$ cat config.mk
export PLATFORM = sky130hd
export DESIGN_NAME = per_clk_rst_sequencer
export DESIGN_NICKNAME = d
export VERILOG_FILES = /design/src/rtl/per_clk_rst_sequencer.sv
export SDC_FILE = /design/constraint.sdc
export NUM_CORES = 1
export LEC_CHECK = 0
export ABC_CLOCK_PERIOD_IN_PS = 3200
export CORE_MARGIN = 8
export CORE_UTILIZATION = 35
export CTS_BUF_LIST = sky130_fd_sc_hd__clkbuf_4 sky130_fd_sc_hd__clkbuf_8
export CTS_CLUSTER_SIZE = 30
export DETAILED_ROUTE_END_ITERATION = 7
export PLACE_DENSITY_LB_ADDON = 0.12
export SETUP_SLACK_MARGIN = 0.2
export SLEW_MARGIN = 25
export SYNTH_ARGS = -nofsm -noshare
export SYNTH_HDL_FRONTEND = slang
export SYNTH_SLANG_ARGS = --single-unit
$ cat constraint.sdc
create_clock -name i_clk -period 3.2 [get_ports i_clk]
set_clock_uncertainty 0.15 [all_clocks]
set_input_delay 0.64 -clock i_clk [delete_from_list [all_inputs] [get_ports i_clk]]
set_output_delay 0.64 -clock i_clk [all_outputs]
set_load 0.01 [all_outputs]
$ cat src/rtl/per_clk_rst_sequencer.sv
// Per-channel peripheral reset/clock-enable sequencer: each channel runs its own
// RST -> DLY -> OFF/ON -> STOP FSM with registered Moore outputs.
module per_clk_rst_sequencer #(
  parameter int CH_NUM       = 4,
  parameter int RST_HOLD     = 4,
  parameter int CLK_DELAY    = 2,
  parameter int STOP_TIMEOUT = 16
) (
  input  logic              i_clk,
  input  logic              rst_n,
  input  logic [CH_NUM-1:0] ch_en,
  input  logic [CH_NUM-1:0] sft_rst_req,
  input  logic [CH_NUM-1:0] per_idle,
  input  logic              arcg_on,
  input  logic              testmode,
  input  logic [CH_NUM-1:0] timeout_clr,
  output logic [CH_NUM-1:0] per_rst_n,
  output logic [CH_NUM-1:0] per_clk_en,
  output logic [CH_NUM-1:0] ch_busy,
  output logic [CH_NUM-1:0] stop_timeout
);

  localparam int MAX_AB = (RST_HOLD > CLK_DELAY) ? RST_HOLD : CLK_DELAY;
  localparam int MAX_P  = (MAX_AB > STOP_TIMEOUT) ? MAX_AB : STOP_TIMEOUT;
  localparam int CW     = $clog2(MAX_P + 1);

  localparam logic [CW-1:0] RST_LAST  = CW'(RST_HOLD - 1);
  localparam logic [CW-1:0] DLY_LAST  = CW'(CLK_DELAY - 1);
  localparam logic [CW-1:0] STOP_LAST = CW'(STOP_TIMEOUT - 1);

  typedef enum logic [2:0] {
    ST_RST,
    ST_DLY,
    ST_OFF,
    ST_ON,
    ST_STOP
  } state_e;

  for (genvar g = 0; g < CH_NUM; g++) begin : g_ch
    state_e        state_q, state_d;
    logic [CW-1:0] cnt_q, cnt_d;
    logic          to_set;
    logic          rstn_q, en_q, busy_q, to_q;

    // NOTE: every signal assigned here gets a default first, so no path leaves
    // it unassigned and no latch is inferred.
    always_comb begin
      state_d = state_q;
      cnt_d   = cnt_q;
      to_set  = 1'b0;
      unique case (state_q)
        ST_RST: begin
          if (sft_rst_req[g]) begin
            cnt_d = '0;
          end else if (cnt_q == RST_LAST) begin
            state_d = ST_DLY;
            cnt_d   = '0;
          end else begin
            cnt_d = cnt_q + 1'b1;
          end
        end
        ST_DLY: begin
          if (sft_rst_req[g]) begin
            state_d = ST_RST;
            cnt_d   = '0;
          end else if (!arcg_on || cnt_q == DLY_LAST) begin
            state_d = ch_en[g] ? ST_ON : ST_OFF;
            cnt_d   = '0;
          end else begin
            cnt_d = cnt_q + 1'b1;
          end
        end
        ST_OFF: begin
          if (sft_rst_req[g]) begin
            state_d = ST_RST;
            cnt_d   = '0;
          end else if (ch_en[g]) begin
            state_d = ST_ON;
          end
        end
        ST_ON: begin
          if (sft_rst_req[g]) begin
            state_d = ST_RST;
            cnt_d   = '0;
          end else if (!ch_en[g]) begin
            state_d = ST_STOP;
            cnt_d   = '0;
          end
        end
        ST_STOP: begin
          // Abort back to ON keeps the enable high throughout: no gate glitch.
          if (sft_rst_req[g]) begin
            state_d = ST_RST;
            cnt_d   = '0;
          end else if (ch_en[g]) begin
            state_d = ST_ON;
            cnt_d   = '0;
          end else if (per_idle[g]) begin
            state_d = ST_OFF;
            cnt_d   = '0;
          end else if (cnt_q == STOP_LAST) begin
            state_d = ST_OFF;
            cnt_d   = '0;
            to_set  = 1'b1;
          end else begin
            cnt_d = cnt_q + 1'b1;
          end
        end
        default: begin
          state_d = ST_RST;
          cnt_d   = '0;
        end
      endcase
    end

    // NOTE: sequential state uses non-blocking assignments only, so every flop
    // samples the pre-edge values regardless of statement order.
    always_ff @(posedge i_clk or negedge rst_n) begin
      if (!rst_n) begin
        state_q <= ST_RST;
        cnt_q   <= '0;
        rstn_q  <= 1'b0;
        en_q    <= 1'b0;
        busy_q  <= 1'b1;
        to_q    <= 1'b0;
      end else begin
        state_q <= state_d;
        cnt_q   <= cnt_d;
        // Outputs decoded from the next state so they change together with it.
        rstn_q  <= (state_d != ST_RST);
        en_q    <= (state_d == ST_ON) || (state_d == ST_STOP);
        busy_q  <= (state_d == ST_RST) || (state_d == ST_DLY) || (state_d == ST_STOP);
        to_q    <= to_set | (to_q & ~timeout_clr[g]);
      end
    end

    assign per_rst_n[g]    = rstn_q;
    assign per_clk_en[g]   = en_q | testmode;
    assign ch_busy[g]      = busy_q;
    assign stop_timeout[g] = to_q;
  end

endmodule

==> flow_summary.ini, run 1 <==
[worst_setup_path]
critPathCaptureType = output pin
required_ns = 2.41
cpMostUsedCell = clkdlybuf4s50_1
path_cells = clkdlybuf4s50_1 > or2_2 > clkdlybuf4s50_1
rr_worst_depth = 8
regToRegSetupSlack_ns = 0.53
critPathKind = input pin to output pin
slowest_delay_ns = 0.48
cp_slowest_cell = clkdlybuf4s50_1
r2r_end = g_ch[3].rstn_q
cp-start-kind = input pin
cp_max_fo = 4
rr_startpoint = g_ch[3].cnt_q[0]
arrival_ns = 1.93

[clocking]
ctsHoldBuffers = 0
cts_buffers = 5
cts_buffer_depth = 2
cts_setup_buffers = 0
cts.repair.resized = 0
clock_latency_ns = 0.30
cts_tree = built
root_buffer = clkbuf_8
clk_pin_slew_worst_paths_ns = 0.09
htree_levels = 2
cts_num_sinks = 48

[synthesis]
ys_warn_count = 0
synth_fp_nets = 341
seq_area_frac_synth_pct = 42.0
ys_types = 58
synth-edff-count = 0
netlist_top_cells_area = dfrtp_1 (38%), ha_1 (7.0%), inv_1 (4.6%)
avgSynthCellArea_um2 = 9.41
syn_inst = 305
synthArstFlopShare_pct = 100
synth_xor_xnor_area_share_pct = 0
yosys.area.top_type_share_pct = 38.3
synth_adder_area_share_pct = 6.97
synth-compound-area-share_pct = 19.1
synth_top_cell_by_area = dfrtp_1
yosys.area_share.simple_pct = 22.1
synth_seq_cells = 48
syn_area_mm2 = 0.00287
synth_top_family_by_area = simple AND/OR/NAND/NOR gates
synthFlopType = dfrtp_1
synthMuxAreaShare_pct = 0.697

[die]
io_pins = 36
die_h_um = 107
chipWidth_um = 107
start_util_pct = 35.5
core_mm2 = 0.00809
num_rows = 33
dieArea_mm2 = 0.0114

[finish]
area_growth_pct = 17.6
fin_nets = 366
multi_input_area_mm2 = 0.00140
seq_area_mm2 = 0.00121
n_antenna_cell = 0
design_area_mm2 = 0.00338
fin_util_pct = 41.7
nFillCells = 828
drive_above_1_share_pct = 10.9

[pwr]
power_switching_w = 0.000646
p_seq_share_pct = 43.7
p_per_area_mw_per_mm2 = 591
ir_drop_mv = 0.195
combPwrFrac_pct = 29.8
sw_frac_of_total_pct = 32.4
cellLeakagePower_nw = 1.52
p_int_w = 0.00135
p_clk_share_pct = 26.6

[global_route]
grtUsageTotal_pct = 11.0
antenna_found_initial = 0
overflow = 0
grt_max_degree = 34
first_global_vias = 2187
grt_pass1_wl_um = 10400

[sta]
finalCritPeriodShare_pct = 85.1
tightestPinTransition_ns = 0.586
setup_violations = 0
fmax_ghz = 0.367
relSlewSlack_pct = 60.4
rsz0062_at_grt = false
slew_viol_final = 0
finalHoldViolCount = 0
min_period_ns = 2.72
fin_tns_setup_ns = 0

[detailed_routing]
routed_via_density = 5.09
postRouteAntennaNets = 0
drcViolationCount = 0
drtIter0Drc = 51
vias = 2219
drt_wl_total_um = 5910
post_drt_wl_per_cell_um = 13.5
drtPass1Iterations = 4

[place]
dp_hpwl_um = 4380
place_area_mm2 = 0.00324
portBuffers = 35
place_congestion = 0.815

[run]
maxCapViolations = 0

[run_status]
status = complete, no violations

[hold_path]
worstHoldPathType = input pin to asynchronous set/reset pin
## placed cells by master, fill, tap and decap left out, types with 5 or more instances in the layout
| cell type | instances |
|---|---|
| a21o_1 | 7 |
| a21oi_1 | 11 |
| and3_1 | 5 |
| clkbuf_8 | 5 |
| clkdlybuf4s50_1 | 34 |
| dfrtp_1 | 44 |
| ha_1 | 16 |
| inv_1 | 35 |
| nand2_1 | 21 |
| nand2b_1 | 6 |
| nand3_1 | 9 |
| nor2_1 | 12 |
| nor3_1 | 12 |
| o21ai_0 | 16 |
| o22ai_1 | 8 |
| or2_2 | 6 |
| or3_1 | 7 |
## logic make-up after synthesis
logic type,after synthesis
and+or+nand+nor,108
DFF,48
buffers and inverters,55
muxes,2
adders and majority gates,16
AOI/OAI and AO/OA,76
## metal layers
metal	up-vias	part of all wire, %	global-route usage (%)
met5	-	0	0
met4	0	1.0	3.62
met3	5	3.9	2.40
met2	35	48	17.6
met1	1040	48	14.3
li1	1139	-	-
## synth_stat cells, types with 2 or more instances
library cell and instances:
a21oi_1 11, or4b_1 2, nand2b_1 6, nor2_1 12, clkbuf_1 5, inv_1 35, o41ai_1 4, mux2i_1 2
or3_1 7, or4b_4 2, nand4_1 2, dfrtp_1 44, a22oi_1 4, dfstp_2 4, nor3_1 12, or4b_2 3
o21a_1 2, buf_4 12, nor2b_1 4, or2_2 6, o21ai_0 16, ha_1 16, nand2_1 21, and3_1 5
or4_1 4, o21bai_1 3, nor4b_1 4, nor3b_1 2, nor4_1 2, a21o_1 7, a211oi_1 2, o22ai_1 8
buf_2 2, nand3_1 9, a221oi_1 2
## registers in the layout (all words and copies together), names as in the netlist
signal and count:
g_ch.busy_q 4, g_ch.cnt_q 20, g_ch.en_q 4, g_ch.rstn_q 4
g_ch.state_q 12, g_ch.to_q 4
## how the worst max path moves through the flow
stage	end	startpoint
finish	per_clk_en[3]	testmode
global route	g_ch[3].rstn_q	g_ch[3].cnt_q[0]
CTS	per_clk_en[3]	testmode
detailed placement	per_clk_en[3]	testmode
global placement	g_ch[0].en_q	ch_en[0]
floorplan	g_ch[3].rstn_q	g_ch[3].cnt_q[0]
## per-stage QoR
| step | total power (W) | hold WS, ns | cells | worst slack [ns] |
|---|---|---|---|---|
| 2_1_floorplan | 0.00131 | 0.194 | 305 | 0.786 |
| 3_3_place_gp | 0.00148 | 0.368 | 428 | 0.417 |
| 3_5_place_dp | 0.00148 | 0.382 | 428 | 0.453 |
| 4_1_cts | 0.00203 | 0.0961 | 436 | 0.448 |
| 5_1_grt | 0.00215 | 0.123 | 436 | 0.368 |
| 6_report | 0.00200 | 0.0945 | 436 | 0.478 |
## power groups by stage
stage          logic, W  registers, W  clock network [W]
5_1_grt        0.000676      0.000897           0.000575
3_3_place_gp   0.000597      0.000879                  0
6_report       0.000594      0.000871           0.000530
2_1_floorplan  0.000484      0.000827                  0
4_1_cts        0.000603      0.000871           0.000555
3_5_place_dp   0.000601      0.000881                  0
## worst max-delay path: cells and delay by family
| kind | cells | cell delay (ns) |
|---|---|---|
| buffers and inverters | 2 | 0.95 |
| AND/OR/NAND/NOR | 1 | 0.33 |
## cell type report
| class | count | area share, % |
|---|---|---|
| Clock inverter | 3 | 2.04 |
| Multi-Input combinational cell | 202 | 41.6 |
| Inverter | 35 | 3.89 |
| Sequential cell | 48 | 35.7 |
| Clock buffer | 5 | 2.04 |
| Timing Repair Buffer | 38 | 10.9 |
| Tap cell | 105 | 3.89 |
(Power assumes the default switching activity.)
==> inputs of run 2 (changes only) <==
--- a/config.mk
+++ b/config.mk
@@ -13,7 +13,7 @@
 export DETAILED_ROUTE_END_ITERATION = 7
 export PLACE_DENSITY_LB_ADDON = 0.12
 export SETUP_SLACK_MARGIN = 0.2
-export SLEW_MARGIN = 25
+export SLEW_MARGIN = 20
 export SYNTH_ARGS = -nofsm -noshare
 export SYNTH_HDL_FRONTEND = slang
 export SYNTH_SLANG_ARGS = --single-unit
==> results of run 2 <==
Same layout as run 1: the final DEF is identical, and so are final timing and power.
==> inputs of run 3 (changes only) <==
--- a/config.mk
+++ b/config.mk
@@ -5,7 +5,6 @@
 export SDC_FILE = /design/constraint.sdc
 export NUM_CORES = 1
 export LEC_CHECK = 0
-export ABC_CLOCK_PERIOD_IN_PS = 3200
 export CORE_MARGIN = 8
 export CORE_UTILIZATION = 35
 export CTS_BUF_LIST = sky130_fd_sc_hd__clkbuf_4 sky130_fd_sc_hd__clkbuf_8
==> results of run 3 <==
Same layout as run 1: the final DEF is identical, and so are final timing and power.
